$ cat src/rtl/dmem_arb_pkg.sv
// Shared types and defaults for the data-memory port arbiter.
package dmem_arb_pkg;

    typedef enum logic {
        OWN_CPU = 1'b0,
        OWN_DMA = 1'b1
    } owner_e;

    localparam int STARVE_MAX_DEFAULT = 4;

endpackage

$ cat src/rtl/dmem_arb.sv
// Arbitrates a single-port data memory between the processor and a DMA/loader port.
// The CPU wins conflicts until the DMA has lost STARVE_MAX cycles in a row.
module dmem_arb
    import dmem_arb_pkg::*;
#(
    parameter int STARVE_MAX = STARVE_MAX_DEFAULT,
    parameter int AW         = 32
) (
    input  logic          clk,
    input  logic          rst,
    input  logic          i_cpu_req,
    input  logic          i_cpu_we,
    input  logic [AW-1:0] i_cpu_addr,
    input  logic [AW-1:0] i_cpu_wd,
    output logic [AW-1:0] o_cpu_rd,
    output logic          o_cpu_stall,
    input  logic          i_dma_valid,
    input  logic          i_dma_we,
    input  logic [AW-1:0] i_dma_addr,
    input  logic [AW-1:0] i_dma_wd,
    output logic          o_dma_ready,
    output logic          o_dma_rvalid,
    output logic [AW-1:0] o_dma_rdata,
    output logic          o_mem_we,
    output logic [AW-1:0] o_mem_a,
    output logic [AW-1:0] o_mem_wd,
    input  logic [AW-1:0] i_mem_rd,
    output logic          o_owner
);

    localparam logic [3:0] SMAX = 4'(STARVE_MAX);

    logic [3:0]    r_starve_cnt;
    logic          r_dma_rvalid;
    logic [AW-1:0] r_dma_rdata;
    owner_e        r_owner;
    logic          w_dma_grant;
    logic          w_starved;

    assign w_starved   = (r_starve_cnt == SMAX);
    assign w_dma_grant = i_dma_valid & ~rst & (~i_cpu_req | w_starved);

    assign o_dma_ready = w_dma_grant;
    assign o_cpu_stall = w_dma_grant & i_cpu_req;
    assign o_cpu_rd    = i_mem_rd;

    // Reset gates the CPU write strobe; the DMA side is already gated through the grant.
    assign o_mem_we = w_dma_grant ? i_dma_we   : (i_cpu_req & i_cpu_we & ~rst);
    assign o_mem_a  = w_dma_grant ? i_dma_addr : i_cpu_addr;
    assign o_mem_wd = w_dma_grant ? i_dma_wd   : i_cpu_wd;

    // Withdrawing the DMA request forfeits any accumulated starvation credit.
    always_ff @(posedge clk or posedge rst) begin
        if (rst) begin
            r_starve_cnt <= 4'd0;
        end else if (w_dma_grant || !i_dma_valid) begin
            r_starve_cnt <= 4'd0;
        end else if (i_cpu_req && !w_starved) begin
            r_starve_cnt <= r_starve_cnt + 4'd1;
        end
    end

    always_ff @(posedge clk or posedge rst) begin
        if (rst) begin
            r_dma_rvalid <= 1'b0;
            r_dma_rdata  <= '0;
            r_owner      <= OWN_CPU;
        end else begin
            r_dma_rvalid <= w_dma_grant & ~i_dma_we;
            r_owner      <= w_dma_grant ? OWN_DMA : OWN_CPU;
            if (w_dma_grant && !i_dma_we)
                r_dma_rdata <= i_mem_rd;
        end
    end

    assign o_dma_rvalid = r_dma_rvalid;
    assign o_dma_rdata  = r_dma_rdata;
    assign o_owner      = r_owner;

endmodule

$ cat config.mk
export PLATFORM = sky130hd
export DESIGN_NAME = dmem_arb
export DESIGN_NICKNAME = d
export VERILOG_FILES = /design/src/rtl/dmem_arb_pkg.sv /design/src/rtl/dmem_arb.sv
export SDC_FILE = /design/constraint.sdc
export NUM_CORES = 1
export LEC_CHECK = 0
export ABC_AREA = 1
export ABC_CLOCK_PERIOD_IN_PS = 1800
export BUFFER_PORTS_ARGS = -buffer_cell sky130_fd_sc_hd__buf_2
export CORE_AREA = 5 5 114 116
export CTS_CLUSTER_SIZE = 40
export DETAILED_ROUTE_END_ITERATION = 10
export DIE_AREA = 0 0 119 121
export GPL_TIMING_DRIVEN = 0
export SLEW_MARGIN = 15
export SYNTH_ARGS = -nofsm -noshare
export SYNTH_HDL_FRONTEND = slang
export SYNTH_SLANG_ARGS = --single-unit
$ cat constraint.sdc
create_clock -name clk -period 1.8 [get_ports clk]
set_clock_uncertainty 0.05 [all_clocks]
set_input_delay 0.36 -clock clk [delete_from_list [all_inputs] [get_ports clk]]
set_output_delay 0.36 -clock clk [all_outputs]
set_load 0.05 [all_outputs]
* After elaboration in Yosys (flattened, before gate mapping)
Index checks and enable logic that the tools add are counted.
** Word-level totals
- Memories kept :: 0
- Memory bits (writable) :: 0
- Memory bits (read-only) :: 0
- Input bits :: 166
- Bits in registers :: 38
- Bits in latches :: 0
** Operators by class
- Mux-type cells :: 6
- Add/subtract/negate cells :: 1
- Bitwise logic cells :: 10
- Magnitude comparators :: 0
- Shift-type cells :: 0
- Equality and inequality tests :: 1
- $mul :: 0
- Reduce and logical (&&, ||, !) cells :: 7
- Divide/modulo/power cells :: 0
** Operator list (count)
- 2-to-1 mux 32 bit :: 2
- 2-to-1 mux 4 bit :: 2
- AND 1 bit :: 6
- adder 4 x 1 -> 4 bit (second input constant) :: 1
- == test 4 x 3 -> 1 bit (second input constant) :: 1
- logical NOT 1 bit :: 3
- inverter 1 bit :: 3
- logical AND 1 bit :: 2
- 2-to-1 mux 1 bit :: 2
- nonzero test 2 bit :: 1
- logical OR 1 bit :: 1
- bitwise OR 1 bit :: 1

* Depth between registers and ports, before layout
- Word-level depth :: 5
- Gate-level depth with buffers :: 10
- Gate-level depth less buffers :: 8

* Worst setup path after synthesis
OpenSTA, ideal clock, no wires.
- Path kind :: input to output
- Start :: input port rst
- End :: output port o_mem_we
- Cell stages on the path :: 3
- Required time :: 1390 ps
- Data arrival time :: 2448 ps
- Slack :: -1058 ps
- Path through :: inv_1 -> nand3_1 -> o21ai_0
** Between the ends
- Cells in the longest elaborated chain, start to end :: 4
** RTL lines
- start, declared :: line dmem_arb.sv:10 : input logic rst,
- inverter 1 bit * :: line dmem_arb.sv:41, dmem_arb.sv:48
- AND 1 bit (2 in series) :: line dmem_arb.sv:41 : assign w_dma_grant = i_dma_valid & ~rst & (~i_cpu_req | w_starved);
- 2-to-1 mux 1 bit * :: line dmem_arb.sv:48 : assign o_mem_we = w_dma_grant ? i_dma_we : (i_cpu_req & i_cpu_we & ~rst);
- end, declared :: line dmem_arb.sv:24 : output logic o_mem_we,
Mark *: on every way between the ends. The rest lies on a longest branch, timed or not.

* Final worst setup path
- Start :: register r_starve_cnt[1]
- End :: output port o_mem_wd[2]
** Between the ends
- Cells in the longest elaborated chain, start to end :: 4
** RTL lines
- start, declared :: line dmem_arb.sv:33 : logic [3:0] r_starve_cnt;
- start signal, assigned :: line dmem_arb.sv:59 : r_starve_cnt <= r_starve_cnt + 4'd1;
- == test 4 x 3 -> 1 bit :: line dmem_arb.sv:40 : assign w_starved = (r_starve_cnt == SMAX);
- bitwise OR 1 bit :: line dmem_arb.sv:41
- AND 1 bit :: line dmem_arb.sv:41
- 2-to-1 mux 32 bit :: line dmem_arb.sv:50 : assign o_mem_wd = w_dma_grant ? i_dma_wd : i_cpu_wd;
- end, declared :: line dmem_arb.sv:26 : output logic [AW-1:0] o_mem_wd,
Every way passes these cells.

==> results.md <==
- Io pins: about 300
- Synth Warn #: 0
- Tcrit/Tclk final: 1.18
- Reg2reg setup slack: 180 ps
- Clock sink total: 38
- Commonest non-fill, non-tap cell in the layout: buf_2
- Vias per cell: 4.19
- Setup-failing EPs final: 67
- Root Buffer: clkbuf_16
- Unrepaired setup endpoints after global routing: true
- Synth top area share: 0.420
- Finished Cell Area: 6030 um2
- Post-Synth Simple-Gate Area: 0.464
- Worst vdd ir: between 0.0004 and 0.0005 V
- Largest family of logic cells by synthesized area: simple AND/OR/NAND/NOR gates
- Die H: between 100 and 150 um
- Clock transition at path regs: 60 ps
- Unique masters post-synth: 20
- Most frequent cells in the layout: 233 x buf_2, 161 x nand2_1, 71 x nand2_4
- Final Hold Viols: 0
- Top post-synthesis cells by area: nand2_1 42%, dfrtp_1 36%, buf_4 9.9%
- WP data arrival: 1720 ps
- DRT iter0 DRCs: 74
- Max-slew violations: 0
- Layout area overhead: 128%
- Crit-path slowest cell: dfrtp_1
- Worst path max stage delay: about 380 ps
- Number of diodes: 0
- WS Path Type: register to primary output
- R2r startpoint: r_starve_cnt[1]
- Die X: 119 um
- Placed cell areas: approximately 4900 um2
- Critical path launch point: r_starve_cnt[1]
- Final net count: 905
- R2r endpoint: o_dma_rdata[5]
- Max-Cap Viols: 0
- First-pass GRT wire length: 18.4 mm
- Status: finished, violations left
- Vias: 3710
- Failing checks: setup timing
- Hold Crit Class: input port to async pin
- Cts bufs inserted: 5
- Post-DP HPWL: 9.73 mm
- Antenna-violating nets left: 0
- PD cells: 732 nW/um2
- Core area: 11800 um2
- CTS max path bufs: 2
- CP Max Fanout: 10
- WL per Instance: roughly 14 um
- Clock Latency Late Sink: 270 ps
- GRT Overall Usage: 0.157
- Share of cells above drive strength 1: 0.706
- Worst slew pin tran: just over 900 ps
- Achievable Freq: 470 MHz
- Critical Path End Type: primary output
- Slew Limit Headroom: 0.377
- Mapped Area: 2640 um2
- Critical Path Most Common Cell: nand2_4
- H-tree levels: 2
- Crit path setup slack, layout: -328 ps
- WHS: between 90 and 100 ps
- Synthesized area per cell: 6.32 um2
- Largest net degree at the start of global routing: 21
- Overall power: between 4 and 5 mW
- DRC viols: 0
- Die area: 14400 um2
- Post-CTS Hold Buffers: 0
- Routability cong.: around 0.80
- Post-Synthesis Cells: 418
- Worst EP required: 1390 ps
- XOR/XNOR Fraction of Synth Area: 0.00331
- # port buffers: 297
- Worst slack, placed: -570 ps
- CTS tree: done
- Synth area leader: nand2_1
- Leak pwr: 3.41 nW
- Startpoint types: register
- Initial antenna violation count: 0
- Starting Density: 0.224
- Period minus WS final: 2130 ps
- Vias in the first global route: between 3000 and 4000
- Cell depth of the worst flop-to-flop path: 11
- Worst-path cell chain: inv_2, ha_4, nand3_4, nand2_4, nand2_4, clkinv_4, buf_12, buf_12, nand2_2, nand2_4, buf_8
- Seq cells post-synth: 38
- Cell row count: 40
- Syn nets: 586
- Post-synthesis mux area share: 0
- Initial DRT Pass Iterations: 4
- Final WL: 12.4 mm
- Grt ovf: 0
- Compound-Gate Fraction of Synth Area: 0.00379
- Critical path destination: o_mem_wd[2]
- Adder-cell share of the synthesized area: 0.00947
- Register area share after synthesis: 0.360
[stage by stage]
stage	util	TNS (ps)	instances
2_1_floorplan	-	-2060	418
3_3_place_gp	0.414	-21070	862
3_5_place_dp	0.414	-21760	862
4_1_cts	0.483	-22190	876
5_1_grt	0.511	-25480	885
6_report	0.511	-19160	885
[final cells by class]
class | count | area [um2]
Multi-Input combinational cell | 317 | 2000
Inverter | 10 | 46.3
Clock inverter | 2 | 12.5
Clock buffer | 6 | 139
Fill cell | 1136 | 5780
Sequential cell | 38 | 951
Timing Repair Buffer | 311 | 2220
Buffer | 53 | 478
Tap cell | 147 | 184
Timing Repair inverter | 1 | 5.00
[worst min-delay path by stage]
stage | to | slack (ps)
6_report | o_owner | 90
5_1_grt | o_owner | 140
4_1_cts | o_owner | 120
3_5_place_dp | o_dma_rdata[4] | 410
3_3_place_gp | o_dma_rdata[30] | 410
2_1_floorplan | o_dma_rdata[0] | 280
[where the power goes]
part           internal (mW)  leakage, nW  switching [mW]
Sequential             0.998        0.484          0.0728
Clock                  0.548       0.0729           0.335
Combinational          0.826         2.86            1.64
[critical path: cells and delay by family, from the launching register on]
family,cells,cell delay [ps]
adder cells (fa/ha/maj),1,130
buffers and inverters,5,550
flip-flops,1,380
AND/OR/NAND/NOR,5,360
[logic make-up after synthesis]
logic type | count (synthesis)
xor+xnor | 1
fa+ha+maj | 2
buf+inv | 63
compound gates | 2
flops | 38
simple gates | 312
[routing by layer]
layer,track usage,share of wire,vias up,wire length (um)
met5,0,0,-,0
li1,-,-,1852,-
met2,0.294,0.54,168,6630
met4,0.0384,0.018,0,220
met1,0.172,0.36,1678,4450
met3,0.0462,0.086,12,1060
[registers in the layout, indices dropped and copies added (netlist names)]
register / flops
o_dma_rdata: 32
r_starve_cnt: 4
o_dma_rvalid: 1
o_owner: 1
[Yosys cell counts]
cell and n:
nand3_1 4, clkbuf_1 4, xor2_1 1, dfrtp_1 38, nand4_1 2, nand2_4 2
nor2_1 5, nand3_4 2, ha_1 2, buf_8 1, buf_2 9, inv_2 1
buf_6 4, o21ai_0 1, clkinv_2 1, buf_4 35, a21oi_1 1, nand2_1 296
nor2_2 1, inv_1 8
[timing repair]
item	CTS	global route
gates cloned	1	1
pin swaps	3	2
setup endpoints to repair	67	77
gates resized for setup	195	76
setup buffers	5	8
Power figures use the tool's default switching activity.
